`src/rtl/comparator_seq_ctrl.sv`:
```
// ============================================================================
// comparator_seq_ctrl
//
// Sequential magnitude comparator for two unsigned WIDTH-bit operands.
// It compares the operands one 2-bit slice per clock, starting with the most
// significant slice. It stops at the first unequal slice. The result is held
// on a valid/ready output handshake until the consumer takes it.
//
// Parameters
//   WIDTH        operand width in bits; must be even and >= 2
//
// Ports
//   clk          single clock; all state changes occur on its rising edge
//   rst_n        asynchronous active-low reset
//   in_valid     a_in/b_in hold a valid operand pair
//   in_ready     block can accept an operand pair (high only in IDLE)
//   a_in         operand A, unsigned
//   b_in         operand B, unsigned
//   out_valid    result flags are valid (high only in DONE)
//   out_ready    consumer accepts the result
//   agtb         A > B
//   aeqb         A == B
//   altb         A < B
//   slices_used  number of slices examined for this result, 1..SLICES
//   busy         high while comparing or holding a result
// ============================================================================
module comparator_seq_ctrl #(
    parameter int WIDTH  = 8,
    parameter int SLICES = WIDTH / 2,
    parameter int CW     = $clog2(SLICES) + 1
) (
    input  logic          clk,
    input  logic          rst_n,
    input  logic          in_valid,
    output logic          in_ready,
    input  logic [WIDTH-1:0] a_in,
    input  logic [WIDTH-1:0] b_in,
    output logic          out_valid,
    input  logic          out_ready,
    output logic          agtb,
    output logic          aeqb,
    output logic          altb,
    output logic [CW-1:0] slices_used,
    output logic          busy
);

    // The slice index needs at least one bit. This keeps WIDTH=2 legal:
    // in that case SLICES=1 and $clog2(1)=0.
    localparam int IW = (SLICES > 1) ? $clog2(SLICES) : 1;

    localparam logic [IW-1:0] LAST_IDX    = IW'(SLICES - 1);
    localparam logic [CW-1:0] SLICES_CW   = CW'(SLICES);
    localparam logic [CW-1:0] ONE_CW      = CW'(1);
    localparam logic [IW-1:0] ONE_IW      = IW'(1);
    localparam logic [IW-1:0] ZERO_IW     = '0;

    typedef enum logic [1:0] {
        IDLE    = 2'd0,
        COMPARE = 2'd1,
        DONE    = 2'd2
    } state_t;

    state_t state;
    state_t next_state;

    // Captured operands and the walk through the slices
    logic [WIDTH-1:0] a_reg;
    logic [WIDTH-1:0] b_reg;
    logic [IW-1:0]    idx;
    logic [CW-1:0]    cnt;

    // Result registers. They are non-zero only while in DONE.
    logic             agtb_r;
    logic             aeqb_r;
    logic             altb_r;
    logic [CW-1:0]    used_r;

    // Current slice and its compare result
    logic [WIDTH-1:0] a_shift;
    logic [WIDTH-1:0] b_shift;
    logic [1:0]       a_sl;
    logic [1:0]       b_sl;
    logic             slice_gt;
    logic             slice_lt;
    logic             slice_eq;
    logic             accept;
    logic             release_res;

    // Handshake events. Both are qualified by the state, so in_valid is
    // ignored outside IDLE and out_ready is ignored outside DONE.
    assign accept      = (state == IDLE) && in_valid;
    assign release_res = (state == DONE) && out_ready;

    // Select the active slice by shifting the captured operands right by
    // 2*idx. The 2-bit compare then always looks at bits [1:0].
    always_comb begin
        a_shift = a_reg >> {idx, 1'b0};
        b_shift = b_reg >> {idx, 1'b0};
        a_sl    = a_shift[1:0];
        b_sl    = b_shift[1:0];
    end

    // 2-bit magnitude compare written as explicit sum-of-products terms.
    // Equality is whatever is neither greater nor less.
    always_comb begin
        slice_gt = (a_sl[1] & ~b_sl[1])
                 | (a_sl[0] & ~b_sl[1] & ~b_sl[0])
                 | (a_sl[1] &  a_sl[0] & ~b_sl[0]);
        slice_lt = (~a_sl[1] &  b_sl[1])
                 | (~a_sl[0] &  b_sl[1] &  b_sl[0])
                 | (~a_sl[1] & ~a_sl[0] &  b_sl[0]);
        slice_eq = ~slice_gt & ~slice_lt;
    end

    // State register. Reset forces IDLE immediately, which aborts any
    // comparison in progress.
    always_ff @(posedge clk or negedge rst_n) begin
        if (!rst_n) begin
            state <= IDLE;
        end else begin
            state <= next_state;
        end
    end

    // Next-state logic:
    //   IDLE    -> COMPARE on an accepted pair
    //   COMPARE -> DONE on the first unequal slice, or after the last slice
    //   DONE    -> IDLE once the consumer takes the result
    always_comb begin
        next_state = state;
        case (state)
            IDLE: begin
                if (in_valid) begin
                    next_state = COMPARE;
                end
            end
            COMPARE: begin
                if (!slice_eq || (idx == ZERO_IW)) begin
                    next_state = DONE;
                end
            end
            DONE: begin
                if (out_ready) begin
                    next_state = IDLE;
                end
            end
            default: begin
                next_state = IDLE;
            end
        endcase
    end

    // Operand capture and slice walk. The index counts down from the MSB
    // slice. The counter counts the slices already found equal, so
    // cnt+1 is the number of slices examined when an unequal one appears.
    always_ff @(posedge clk or negedge rst_n) begin
        if (!rst_n) begin
            a_reg <= '0;
            b_reg <= '0;
            idx   <= '0;
            cnt   <= '0;
        end else if (accept) begin
            a_reg <= a_in;
            b_reg <= b_in;
            idx   <= LAST_IDX;
            cnt   <= '0;
        end else if ((state == COMPARE) && slice_eq && (idx != ZERO_IW)) begin
            idx   <= idx - ONE_IW;
            cnt   <= cnt + ONE_CW;
        end
    end

    // Result registers. They are loaded on the edge that ends the compare
    // and cleared on the edge that hands the result over. This keeps them
    // constant for the whole DONE period and zero everywhere else.
    always_ff @(posedge clk or negedge rst_n) begin
        if (!rst_n) begin
            agtb_r <= 1'b0;
            aeqb_r <= 1'b0;
            altb_r <= 1'b0;
            used_r <= '0;
        end else if (state == COMPARE) begin
            if (slice_gt) begin
                agtb_r <= 1'b1;
                used_r <= cnt + ONE_CW;
            end else if (slice_lt) begin
                altb_r <= 1'b1;
                used_r <= cnt + ONE_CW;
            end else if (idx == ZERO_IW) begin
                aeqb_r <= 1'b1;
                used_r <= SLICES_CW;
            end
        end else if (release_res) begin
            agtb_r <= 1'b0;
            aeqb_r <= 1'b0;
            altb_r <= 1'b0;
            used_r <= '0;
        end
    end

    // Output decode. The handshake and status signals come straight from
    // the state. The result outputs are also gated by out_valid, so they
    // can never show a value outside DONE.
    always_comb begin
        in_ready    = (state == IDLE);
        out_valid   = (state == DONE);
        busy        = (state == COMPARE) || (state == DONE);
        agtb        = out_valid & agtb_r;
        aeqb        = out_valid & aeqb_r;
        altb        = out_valid & altb_r;
        slices_used = out_valid ? used_r : '0;
    end

endmodule

```
`config.mk`:
```
export PLATFORM = sky130hd
export DESIGN_NAME = comparator_seq_ctrl
export DESIGN_NICKNAME = d
export VERILOG_FILES = /design/src/rtl/comparator_seq_ctrl.sv
export SDC_FILE = /design/constraint.sdc
export NUM_CORES = 1
export LEC_CHECK = 0
export CORE_MARGIN = 4
export CORE_UTILIZATION = 55
export CTS_BUF_LIST = sky130_fd_sc_hd__clkbuf_8 sky130_fd_sc_hd__clkbuf_16
export CTS_CLUSTER_DIAMETER = 120
export DETAILED_ROUTE_END_ITERATION = 8
export PLACE_DENSITY = 0.84
export SLEW_MARGIN = 10
export SYNTH_ARGS = -nofsm -noshare
export SYNTH_HDL_FRONTEND = slang
export SYNTH_SLANG_ARGS = --single-unit
```
`constraint.sdc`:
```
create_clock -name clk -period 3.7 [get_ports clk]
set_input_delay 0.74 -clock clk [delete_from_list [all_inputs] [get_ports clk]]
set_output_delay 0.74 -clock clk [all_outputs]
set_load 0.02 [all_outputs]
```
* After elaboration in Yosys (flattened, before gate mapping)
Cells that the tools add are included.
** Word-level totals
- Output and inout port bits :: 9
- Register bits :: 29
- Logic and storage cells :: 89
- Bits of input ports :: 20
** Cells by class
- Bitwise operators :: 24
- Reductions and logical operators :: 17
- Add/sub/neg operators :: 2
- Shift-type cells :: 2
- Equality and inequality tests :: 11
- Mux-type cells :: 24
** Operator list (number)
- $mux 3 :: 8
- $shr 8x3->2 :: 2
- $and 1x1->1 :: 14
- $ne 2x2->1 const B :: 7
- $mux 1 :: 10
- $mux 2 :: 5
- $not 1->1 :: 6
- $pmux 2 s3 :: 1
- $reduce_and 3->1 :: 2
- $reduce_bool 2->1 :: 3
- $logic_and 1x1->1 :: 4
- $logic_not 2->1 :: 2
- $ne 4x4->1 const B :: 1
- $or 1x1->1 :: 4
- $reduce_and 2->1 :: 2
- $reduce_and 4->1 :: 1
- $add 3x1->3 const B :: 1
- $eq 2x1->1 const B :: 1
- $eq 2x2->1 const B :: 1
- $logic_or 1x1->1 :: 2
- $ne 2x1->1 const B :: 1
- $sub 2x1->2 const B :: 1
- $logic_not 1->1 :: 1

* Logic depth before layout (Yosys ltp)
- Word-level depth :: 12
- Mapped depth :: 6
- Gate-level depth less buffers :: 6

* Worst setup path before layout
No wires, ideal clock.
- Path kind :: register -> register
- Start point :: reg idx[0]
- End point :: reg used_r[0]
- Arrival time :: 1.752 ns
- Required time :: 3.578 ns
- Stages on the path, launching flop included :: 6
- Period minus slack after synthesis :: 1.873 ns
- Setup time :: 0.122 ns
- Setup slack :: 1.827 ns
- Path buffers :: 1
- Cells stage by stage :: dfrtp_1 > buf_6 > mux4_2 > xor2_1 > o32ai_1 > a32o_1
** Between the ends
- Longest elaborated chain between the ends :: 9
- Elaborated cells on any way between the ends :: 26
- Classes of those cells :: eq/ne: 1; shift: 2; mux: 3; bitwise: 18; reduce/logical: 2
** RTL lines
- from (decl) :: RTL line 69 : logic [IW-1:0] idx;
- from (signal assigned) :: RTL line 168 : idx <= idx - ONE_IW;
- $shr 8x3->2 :: RTL line 97 : a_shift = a_reg >> {idx, 1'b0};
- $not 1->1 :: RTL line 110, 111
- $and 1x1->1 (2 in a row) :: RTL line 110 : | (~a_sl[0] & b_sl[1] & b_sl[0])
- $or 1x1->1 :: RTL line 110
- $or 1x1->1 :: RTL line 111 : | (~a_sl[1] & ~a_sl[0] & b_sl[0]);
- $mux 3 :: RTL line 186 : end else if (slice_lt) begin
- $mux 3 :: RTL line 183 : if (slice_gt) begin
- $mux 3 :: RTL line 182 : end else if (state == COMPARE) begin
- to (signal assigned) :: RTL line 185 : used_r <= cnt + ONE_CW;
- to (signal assigned) :: RTL line 188 : used_r <= cnt + ONE_CW;
- to (decl) :: RTL line 76 : logic [CW-1:0] used_r;
Several ways; a longest one is shown, not always the timed one.
A chain may end at the register's enable or synchronous reset.

* Final worst setup path
- Start point :: reg state[0]
- End point :: out slices_used[2]
** Between the ends
- Longest elaborated chain between the ends :: 2
** RTL lines
- from (decl) :: RTL line 63 : state_t state;
- from (signal assigned) :: RTL line 121 : state <= next_state;
- $eq 2x2->1 :: RTL line 206 : out_valid = (state == DONE);
- $mux 3 :: RTL line 211 : slices_used = out_valid ? used_r : '0;
- to (decl) :: RTL line 43 : output logic [CW-1:0] slices_used,
No other way between the ends.

==> run summary <==
### Run status
- finished clean — outcome

### GRT
- 1187 — vias in the first global route
- 30 — maximum number of pins on one net before global-route repair
- 0 — number of antenna violations at the first check in global routing
- 5.29 mm — wire length of the first global-routing pass
- 0.198 — GRT Overall Usage
- 0 — global route total overflow

### Routing
- 0 — residual antenna-violating net count after detailed routing
- 5.82 — via density per instance
- 4 — detailed-routing iteration count for the pre-antenna-repair pass
- 16.6 µm — average wire per cell in the routed design
- 1082 — routed via count
- 42 — 1st-iter DRT viols
- 3.09 mm — final wirelength
- 0 — DRC violation count after routing

### Synthesis
- 1.00 — ys async rst share
- 0.479 — sequential area share after synthesis
- 12.3 µm² — average footprint of a synthesized cell
- 1510 µm² — mapped cell area
- 148 — Syn Nets
- 32 — Distinct cells, synth
- 0 — number of synthesized flops with an enable pin
- sky130_fd_sc_hd__dfrtp_1 — most common flop cell mapped by yosys
- 0 — Warnings, synthesis
- 123 — cells after synthesis
- 29 — post-synthesis sequential element count

### STA
- 2600 ps — shortest clock period the worst path allows after layout
- 0.385 — Slew headroom
- 920 ps — actual slew at the worst max-slew pin
- 0.703 — share of the clock period used by the worst path
- 385 MHz — maximum clock frequency
- 7.68 ps — setup clock skew after layout
- 0 — number of setup violations in the final report
- 0 — Final Max Tran Viols
- 0 ps — setup tns final
- 0 — final hold violation count
- false — unrepaired setup endpoints after global routing

### Cells and area
- 186 — number of non-filler instances in the completed layout
- 173 — filler cell count in the final layout
- 0 — number of inserted diodes
- 180 — count of nets after finishing
- 27.7% — post-synthesis to final-layout area growth
- 0.199 — fraction of final layout cells with drive strength greater than 1

### Floorplanning
- 60.5 µm — height of the die
- 3660 µm² — die area
- 0.595 — initial core utilization
- 60.5 µm — Die Wd
- 29 — ports placed on the boundary
- 2540 µm² — core area
- 18 — # rows

### CTS
- done — CTS tree
- 60 ps — register clock-pin slew on the reported worst setup and hold paths
- 2 — number of levels the H-tree was split into
- 0 — cts-stage hold buffer count
- 5 — total CTS buffers
- 0 — setup repair bufs after CTS
- 280 ps — later-pin clock latency in the skew report
- 0 — quantity of gates resized following cts
- sky130_fd_sc_hd__clkbuf_8 — CTS root buf
- 29 — total clock sinks
- 2 — buffer depth of the longest clock path

### Worst setup path
- flip-flop to output pin — Crit Path Category
- flip-flop — startpoint type of the worst setup path
- output pin — Worst setup EP type
- inv_1 > ha_1 > and2_1 > clkdlybuf4s50_1 — critical-path cell list
- 2960 ps — data required time at the worst endpoint
- 600 ps — Max stage delay on crit path
- 10 — critical path fanouts, max
- sky130_fd_sc_hd__clkdlybuf4s50_1 — Slowest cell on crit path
- 1860 ps — data arrival time of the worst path

### Flow run
- 0 — max-cap check violation count

### Pwr
- 712 µW — power spent charging and discharging nets
- 943 nW/µm² — PwrDens
- 0.000835 µW — LEAKAGE
- 1110 µW — internal power component
- 0.390 — proportion of total power due to net switching
- 0.182 — clock power share
- 0.673 mV — maximum vdd ir drop
- 0.512 — proportion of power drawn by combinational gates
- 0.306 — relative contribution of sequential cells to total power

### Place
- 2.29 mm — Detailed Place HPWL
- 0.885 — Final Wtd Congestion
- 178 — total placed cells including tap cells
- 28 — number of I/O port buffers

### Worst hold path
- flip-flop to flip-flop — Hold/Removal Path Class

[metrics by stage]
step	setup WS [ps]	instance area, µm²	total power, µW	utilization	hold WS, ps
floorplan	1830	1510	1240	-	444
global placement	1340	1820	1420	0.714	472
detailed placement	1290	1820	1490	0.714	473
CTS	1080	1930	1840	0.760	486
global route	956	1930	1940	0.760	523
finish	1100	1930	1820	0.760	484
[area by class of cell]
class | instances | area [µm²] | share of cell area
multi-input cells | 81 | 732 | 0.379
flip-flops and latches | 29 | 726 | 0.375
repair buffers | 29 | 288 | 0.149
clock buffers | 6 | 82.6 | 0.0427
well taps | 30 | 37.5 | 0.0194
clock inverters | 2 | 33.8 | 0.0175
inverters | 9 | 33.8 | 0.0175
[cell families after synthesis]
group / count (synthesis) / share of synthesized area
buffers and inverters: 13 / 0.0372
adder cells (fa/ha/maj): 7 / 0.0545
multiplexers: 24 / 0.205
flip-flops: 29 / 0.479
AND/OR/NAND/NOR: 28 / 0.107
AO/OA/AOI/OAI: 17 / 0.0827
XOR/XNOR: 5 / 0.0339
[per-layer routing]
metal,vias up,track usage,share of wire
met5,-,0,0
met1,534,0.230,0.40
met4,0,0.0836,0.024
li1,502,-,-
met2,36,0.344,0.52
met3,10,0.0553,0.055
[final timing paths]
path	startpoint	end	slack, ps	cells after the start
min reg2reg	used_r[0]	used_r[0]	480	1
max	state[0]	slices_used[2]	1100	4
min	used_r[0]	used_r[0]	480	1
min in group asynchronous	rst_n	b_reg[1]	840	2
max reg2reg	idx[0]	used_r[1]	1450	4
max in group asynchronous	rst_n	used_r[1]	2580	2
[cell usage after synthesis, types with 2 or more instances]
| cell | instances | area (µm²) |
|---|---|---|
| sky130_fd_sc_hd__dfrtp_1 | 29 | 726 |
| sky130_fd_sc_hd__a22o_1 | 2 | 17.5 |
| sky130_fd_sc_hd__nand2b_1 | 2 | 12.5 |
| sky130_fd_sc_hd__mux2_2 | 16 | 180 |
| sky130_fd_sc_hd__and2_1 | 7 | 43.8 |
| sky130_fd_sc_hd__clkbuf_1 | 3 | 11.3 |
| sky130_fd_sc_hd__mux2i_1 | 4 | 40.0 |
| sky130_fd_sc_hd__nand2_1 | 10 | 37.5 |
| sky130_fd_sc_hd__nor2b_1 | 3 | 18.8 |
| sky130_fd_sc_hd__maj3_1 | 2 | 20.0 |
| sky130_fd_sc_hd__nor4_1 | 2 | 12.5 |
| sky130_fd_sc_hd__ha_1 | 5 | 62.6 |
| sky130_fd_sc_hd__o21ai_0 | 3 | 15.0 |
| sky130_fd_sc_hd__a21oi_1 | 2 | 10.0 |
| sky130_fd_sc_hd__a32o_1 | 2 | 20.0 |
| sky130_fd_sc_hd__inv_1 | 9 | 33.8 |
| sky130_fd_sc_hd__mux4_2 | 4 | 90.1 |
| sky130_fd_sc_hd__xnor2_1 | 3 | 26.3 |
| sky130_fd_sc_hd__a31oi_1 | 2 | 12.5 |
[cells in the final DEF (no fill, tap or decap), types with 2 or more instances in the layout]
cell,netlist,layout
sky130_fd_sc_hd__mux2i_1,4,4
sky130_fd_sc_hd__a32o_1,2,2
sky130_fd_sc_hd__a22o_1,2,2
sky130_fd_sc_hd__inv_1,9,10
sky130_fd_sc_hd__clkdlybuf4s50_1,0,28
sky130_fd_sc_hd__o21ai_0,3,3
sky130_fd_sc_hd__nor4_1,2,2
sky130_fd_sc_hd__ha_1,5,5
sky130_fd_sc_hd__nor2b_1,3,3
sky130_fd_sc_hd__dfrtp_1,29,29
sky130_fd_sc_hd__a21oi_1,2,2
sky130_fd_sc_hd__nand2b_1,2,2
sky130_fd_sc_hd__nand2_1,10,10
sky130_fd_sc_hd__maj3_1,2,2
sky130_fd_sc_hd__mux2_2,16,16
sky130_fd_sc_hd__mux4_2,4,4
sky130_fd_sc_hd__a31oi_1,2,2
sky130_fd_sc_hd__and2_1,7,7
sky130_fd_sc_hd__xnor2_1,3,3
sky130_fd_sc_hd__clkbuf_8,0,6
[power groups by stage]
stage / clock network (µW) / logic, µW / registers, µW
after floorplan: 0 / 720 / 521
after global placement: 0 / 875 / 550
after detailed placement: 0 / 925 / 562
after CTS: 339 / 939 / 557
after global routing: 350 / 1020 / 576
final: 332 / 934 / 558
[critical path, delay by kind of cell, from the launching register on]
family / cells / cell delay, ps
buffers and inverters: 2 / 700
DFF: 1 / 420
adders and majority gates: 1 / 300
and+or+nand+nor: 1 / 170
(Power assumes the default switching activity.)
